<file path="src/rtl/uart_tx_fifo_if.sv">
// Register bus between a host and uart_tx_fifo: one write or read strobe per cycle,
// byte-addressed, with registered read data.
interface uart_tx_fifo_if;
  logic [63:0] addr;
  logic [63:0] wdata;
  logic        w_en;
  logic        r_en;
  logic [63:0] rdata;

  modport master (output addr, wdata, w_en, r_en, input rdata);
  modport slave  (input addr, wdata, w_en, r_en, output rdata);
endinterface

</file>
<file path="src/rtl/uart_tx_fifo.sv">
// Memory-mapped 8N1 UART transmitter with a TX FIFO, a programmable baud divisor
// and a byte mirror (out/out_en) for a simulation console.
module uart_tx_fifo #(
  parameter logic [7:0]       BASE_TOP   = 8'h81,
  parameter int unsigned      FIFO_DEPTH = 16,
  parameter int unsigned      DIV_W      = 16,
  parameter logic [DIV_W-1:0] DIV_RST    = DIV_W'(433)
) (
  input  logic              clk,
  input  logic              rst,
  uart_tx_fifo_if.slave     bus,
  output logic              tx,
  output logic [7:0]        out,
  output logic              out_en
);

  localparam int unsigned AW = $clog2(FIFO_DEPTH);
  localparam int unsigned CW = AW + 1;

  typedef enum logic [1:0] {IDLE, START, DATA, STOP} state_t;

  state_t           state;
  logic [7:0]       mem [FIFO_DEPTH];
  logic [AW-1:0]    wr_ptr, rd_ptr;
  logic [CW-1:0]    count;
  logic             tx_en, ovf;
  logic [DIV_W-1:0] div, div_lat, cnt;
  logic [2:0]       bit_idx;
  logic [7:0]       shreg;
  logic [63:0]      rd_mux;

  logic       sel, wr_ctrl, wr_data, wr_status, wr_div, clr;
  logic       full, empty, pop, push, ovf_evt;
  logic [7:0] off;
  logic       unused_bits;

  assign sel       = (bus.addr[31:24] == BASE_TOP);
  assign off       = bus.addr[7:0];
  assign wr_ctrl   = bus.w_en && sel && (off == 8'h00);
  assign wr_data   = bus.w_en && sel && (off == 8'h04);
  assign wr_status = bus.w_en && sel && (off == 8'h08);
  assign wr_div    = bus.w_en && sel && (off == 8'h0C);
  assign clr       = wr_ctrl && bus.wdata[1];

  assign full  = (count == CW'(FIFO_DEPTH));
  assign empty = (count == '0);
  assign pop   = (state == IDLE) && tx_en && !empty;
  // A pop in the same cycle frees the slot, so a push into a full FIFO is still accepted.
  assign push    = wr_data && !clr && (!full || pop);
  assign ovf_evt = wr_data && !clr && full && !pop;

  assign unused_bits = ^{bus.addr[63:32], bus.addr[23:8], bus.wdata[63:8]};

  always_ff @(posedge clk) begin
    if (push) mem[wr_ptr] <= bus.wdata[7:0];
  end

  always_ff @(posedge clk) begin
    if (rst) begin
      wr_ptr <= '0;
      rd_ptr <= '0;
      count  <= '0;
    end else if (clr) begin
      wr_ptr <= '0;
      rd_ptr <= '0;
      count  <= '0;
    end else begin
      if (push) wr_ptr <= wr_ptr + AW'(1);
      if (pop)  rd_ptr <= rd_ptr + AW'(1);
      case ({push, pop})
        2'b10:   count <= count + CW'(1);
        2'b01:   count <= count - CW'(1);
        default: ;
      endcase
    end
  end

  always_ff @(posedge clk) begin
    if (rst) begin
      tx_en <= 1'b0;
      ovf   <= 1'b0;
      div   <= DIV_RST;
    end else begin
      if (wr_ctrl) tx_en <= bus.wdata[0];
      if (wr_div)  div   <= bus.wdata[DIV_W-1:0];
      if (ovf_evt)                       ovf <= 1'b1;
      else if (wr_status && bus.wdata[3]) ovf <= 1'b0;
    end
  end

  // tx is registered: each state transition also loads the level for the next bit.
  always_ff @(posedge clk) begin
    if (rst) begin
      state   <= IDLE;
      tx      <= 1'b1;
      out     <= '0;
      out_en  <= 1'b0;
      cnt     <= '0;
      div_lat <= DIV_RST;
      bit_idx <= '0;
      shreg   <= '0;
    end else begin
      out_en <= 1'b0;
      case (state)
        IDLE: begin
          tx <= 1'b1;
          if (pop) begin
            shreg   <= mem[rd_ptr];
            out     <= mem[rd_ptr];
            out_en  <= 1'b1;
            div_lat <= div;
            cnt     <= '0;
            bit_idx <= '0;
            tx      <= 1'b0;
            state   <= START;
          end
        end
        START: begin
          if (cnt == div_lat) begin
            cnt   <= '0;
            tx    <= shreg[0];
            state <= DATA;
          end else begin
            cnt <= cnt + DIV_W'(1);
          end
        end
        DATA: begin
          if (cnt == div_lat) begin
            cnt <= '0;
            if (bit_idx == 3'd7) begin
              tx    <= 1'b1;
              state <= STOP;
            end else begin
              bit_idx <= bit_idx + 3'd1;
              shreg   <= {1'b0, shreg[7:1]};
              tx      <= shreg[1];
            end
          end else begin
            cnt <= cnt + DIV_W'(1);
          end
        end
        STOP: begin
          if (cnt == div_lat) begin
            cnt   <= '0;
            state <= IDLE;
          end else begin
            cnt <= cnt + DIV_W'(1);
          end
        end
        default: state <= IDLE;
      endcase
    end
  end

  always_comb begin
    rd_mux = '0;
    if (sel) begin
      case (off)
        8'h00: rd_mux[0] = tx_en;
        8'h08: begin
          rd_mux[0]    = empty;
          rd_mux[1]    = full;
          rd_mux[2]    = (state != IDLE);
          rd_mux[3]    = ovf;
          rd_mux[15:8] = 8'(count);
        end
        8'h0C: rd_mux[DIV_W-1:0] = div;
        default: ;
      endcase
    end
  end

  always_ff @(posedge clk) begin
    if (rst)            bus.rdata <= '0;
    else if (bus.r_en)  bus.rdata <= rd_mux;
  end

endmodule

</file>
<file path="src/flat_wrapper.sv">
// flat-port wrapper written by rule: the top's interface ports become plain ports
module uart_tx_fifo_flat 
#(
  parameter logic [7:0]       BASE_TOP   = 8'h81,
  parameter int unsigned      FIFO_DEPTH = 16,
  parameter int unsigned      DIV_W      = 16,
  parameter logic [DIV_W-1:0] DIV_RST    = DIV_W'(433)
)
  (clk, rst, tx, out, out_en, bus_addr, bus_wdata, bus_w_en, bus_r_en, bus_rdata);
  uart_tx_fifo_if bus_i ();
  input  logic clk;
  input  logic rst;
  output logic tx;
  output logic [7:0] out;
  output logic out_en;
  input wire logic [$bits(bus_i.addr)-1:0] bus_addr;
  input wire logic [$bits(bus_i.wdata)-1:0] bus_wdata;
  input wire logic [$bits(bus_i.w_en)-1:0] bus_w_en;
  input wire logic [$bits(bus_i.r_en)-1:0] bus_r_en;
  output wire logic [$bits(bus_i.rdata)-1:0] bus_rdata;
  assign bus_i.addr = bus_addr;
  assign bus_i.wdata = bus_wdata;
  assign bus_i.w_en = bus_w_en;
  assign bus_i.r_en = bus_r_en;
  assign bus_rdata = bus_i.rdata;
  uart_tx_fifo #(.BASE_TOP(BASE_TOP), .FIFO_DEPTH(FIFO_DEPTH), .DIV_W(DIV_W), .DIV_RST(DIV_RST)) u_core (.clk(clk), .rst(rst), .bus(bus_i), .tx(tx), .out(out), .out_en(out_en));
endmodule
</file>
<file path="config.mk">
export PLATFORM = sky130hd
export DESIGN_NAME = uart_tx_fifo_flat
export DESIGN_NICKNAME = d
export VERILOG_FILES = /design/src/rtl/uart_tx_fifo_if.sv /design/src/rtl/uart_tx_fifo.sv /design/src/flat_wrapper.sv
export SDC_FILE = /design/constraint.sdc
export NUM_CORES = 1
export LEC_CHECK = 0
export ABC_AREA = 0
export CAP_MARGIN = 20
export CELL_PAD_IN_SITES_DETAIL_PLACEMENT = 1
export CELL_PAD_IN_SITES_GLOBAL_PLACEMENT = 1
export CORE_UTILIZATION = 44
export DETAILED_ROUTE_END_ITERATION = 8
export PLACE_DENSITY_LB_ADDON = 0.15
export SKIP_LAST_GASP = 1
export SYNTH_ARGS = -nofsm -noshare
export SYNTH_HDL_FRONTEND = slang
export SYNTH_SLANG_ARGS = --single-unit
</file>
<file path="constraint.sdc">
create_clock -name clk -period 6.4 [get_ports clk]
set_clock_uncertainty 0.15 [all_clocks]
set_input_delay 0.96 -clock clk [delete_from_list [all_inputs] [get_ports clk]]
set_output_delay 0.96 -clock clk [all_outputs]
set_load 0.01 [all_outputs]
</file>
==> flow_summary.toml <==
[clocking]
holdBufCountCts = 0
clock-sinks = 234
tritoncts = "yes"
root_buffer = "clkbuf_16"
cts_resized = 0
cts_buffer_depth = 3
clkTransAtPathRegs_ns = 0.05
insertion_delay_ns = 0.53
cts_buffers = 27
post-cts-setup-buffers = 0
htreeDepth = 1

[grt]
grt_remaining_overflow = 0
grt_pass1_vias = 6891
grt_max_degree = 78
antenna_found_initial = 0
grt_pass1_wl_um = 37500
grtUsageTotal = 0.203

[synthesis]
ys_seq_area_frac = 0.594
ys_seq_elements = 234
synthArstFlopShare = 0
synth_area_leaders = "edfxtp_1, dfxtp_1, mux4_2"
yosysWarningCount = 0
synth-edff-count = 128
synth_cells = 826
synth_top_cell_by_area = "edfxtp_1"
synthTopCellsByCount = "edfxtp_1, dfxtp_1, nand2_1, nor2_1, buf_4"
synth.cell_area_mm2 = 0.0100
yosysMostFrequentCell = "edfxtp_1"
ys_types = 60
synth_flop_cell = "edfxtp_1"
syn_avg_cell_area_um2 = 12.2
yosysTopAreaCellShare = 0.383

[die]
die_y_um = 153
die_w_um = 153
pin_count = 206
die_area_mm2 = 0.0234
initial_core_util = 0.455
rows = 54
core_mm2 = 0.0221

[timing]
setup_viol = 0
period_share = 0.580
period_minus_slack_ns = 3.71
report.final.slew_viol_count = 0
setup_ws_ns = 2.69
relSlewSlack = 0.300
max_freq_mhz = 269
fin_tns_setup_ns = 0
tightest_slew_ns = 1.05
hold_viol = 0
rsz0062_at_grt = "no"

[placement]
finalWeightedCongestion = 0.767
pre_cts_slack_ns = 2.12
dp_hpwl_um = 15800
port_buffers = 61

[detailed_routing]
wl_met2_um = 11600
wl_um = 23600
m1WireLength_um = 10700
drt-pass1-iter-count = 4
routed-wl-met3_um = 1050
routed.top_layer = "met4"
wl_per_cell_um = 19.9
vias_per_cell = 5.51
dr.first_iter.drc_count = 363
drcViolationCount = 0
num_vias = 6514
drtAntennaViolNets = 0

[worst_setup_path]
critPathMaxFanout = 8
cp_data_arrival_time_ns = 3.71
crit_type = "primary input to register"
startpoint_type = "primary input"
crit_slowest_cell = "nor2_1"
required_ns = 6.40
path_cells = "clkdlybuf4s50_1 -> nor4b_1 -> and4_1 -> nand4b_1 -> a21oi_1 -> nand2_1 -> nor2_1"
end_kind = "register"
cp_top_family = "simple AND/OR/NAND/NOR gates"
path_buf_inv = 1
cpPeakStageDelay_ns = 0.76

[power_and_ir_drop]
cellPowerDensity_mw_per_mm2 = 271
vdd_ir_drop_max_mv = 0.183
leakage_nw = 3.83

[job]
cap_violations = 0

[layout]
syn2layout_area_growth_pct = 15.2
drive_above_1_share = 0.114
final_nets = 1029
antenna-diode-count = 0

[worst_hold_path]
hold_class = "register to register"

[run_status]
status = "finished, final reports clean"
## per-stage QoR
stage	power, W	cells	area, µm²	util	hold slack [ns]
2_1_floorplan	0.00166	873	10200	-	0.282
3_3_place_gp	0.00168	1129	10700	0.483	0.293
3_5_place_dp	0.00168	1130	10700	0.483	0.304
4_1_cts	0.00317	1180	11500	0.523	0.313
5_1_grt	0.00323	1183	11600	0.524	0.337
6_report	0.00314	1183	11600	0.524	0.311
## layer usage
metal	global-route usage	vias to the layer above
li1	-	3042
met3	0.0286	21
met2	0.351	180
met4	0.0443	0
met1	0.271	3271
met5	0	-
## power by group
group	internal, W	total, W	switching (W)	leakage [nW]
Clock	0.000901	0.00149	0.000587	0.420
Sequential	0.00158	0.00158	0.00000000277	2.00
Combinational	0.0000217	0.0000666	0.0000449	1.40
Total	0.00251	0.00314	0.000632	3.83
## path summary, 6_finish.rpt
path                         from               end  slack (ns)  cells after the start
setup / recovery     bus_addr[25]  u_core.mem[5][4]        2.69                      7
hold / removal    u_core.shreg[4]   u_core.shreg[4]        0.31                      2
setup reg to reg  u_core.state[1]   u_core.count[4]        2.95                     11
hold reg to reg   u_core.shreg[4]   u_core.shreg[4]        0.31                      2
## layout make-up
| class | instances | area [µm²] |
|---|---|---|
| fillers | 2263 | 10500 |
| well taps | 280 | 350 |
| multi-input cells | 525 | 3600 |
| inverters | 19 | 71.3 |
| clock inverters | 11 | 105 |
| clock buffers | 39 | 761 |
| repair buffers | 75 | 722 |
| flip-flops and latches | 234 | 5970 |
## registers in the layout (all words and copies together) (netlist names), named ones only
register	flops
u_core.cnt	16
u_core.state	2
u_core.div_lat	16
u_core.div	16
u_core.tx	1
u_core.bit_idx	3
u_core.count	5
u_core.out	8
u_core.mem	128
u_core.tx_en	1
u_core.ovf	1
u_core.shreg	8
u_core.bus.rdata	16
u_core.rd_ptr	4
u_core.wr_ptr	4
u_core.out_en	1
## worst register-to-register path, delay by kind of cell (launching register included)
kind                       cells  cell delay [ns]
buffers and inverters          2             0.33
AOI/OAI and AO/OA              2             1.12
adders and majority gates      2             0.39
DFF                            1             0.36
and+or+nand+nor                3             0.49
xor gates and xnor gates       1             0.19
muxes                          1             0.31
## cells in the final DEF (no fill, tap or decap), drive strengths merged, types with 5 or more instances in the layout
master         count
a2111oi            7
a211oi             9
a21oi             51
a222oi             8
a22oi              9
a311oi            13
and3               5
buf               15
clkbuf            39
clkdlybuf4s50     60
clkinv             7
conb              48
dfxtp            106
edfxtp           128
ha                15
inv               20
mux2               8
mux2i             21
mux4              32
nand2             95
nand3             21
nand4             10
nor2              82
nor3              11
o21ai             14
or3                5
xnor2             19
xor2               6
## logic make-up after synthesis
group	Yosys count	share of synthesized area
buffers and inverters	114	0.0654
DFF	234	0.594
adders and majority gates	15	0.0187
xor gates and xnor gates	25	0.0218
AOI/OAI and AO/OA	125	0.0833
and+or+nand+nor	251	0.113
muxes	61	0.103
other	1	0.000373
(Power assumes the default switching activity.)
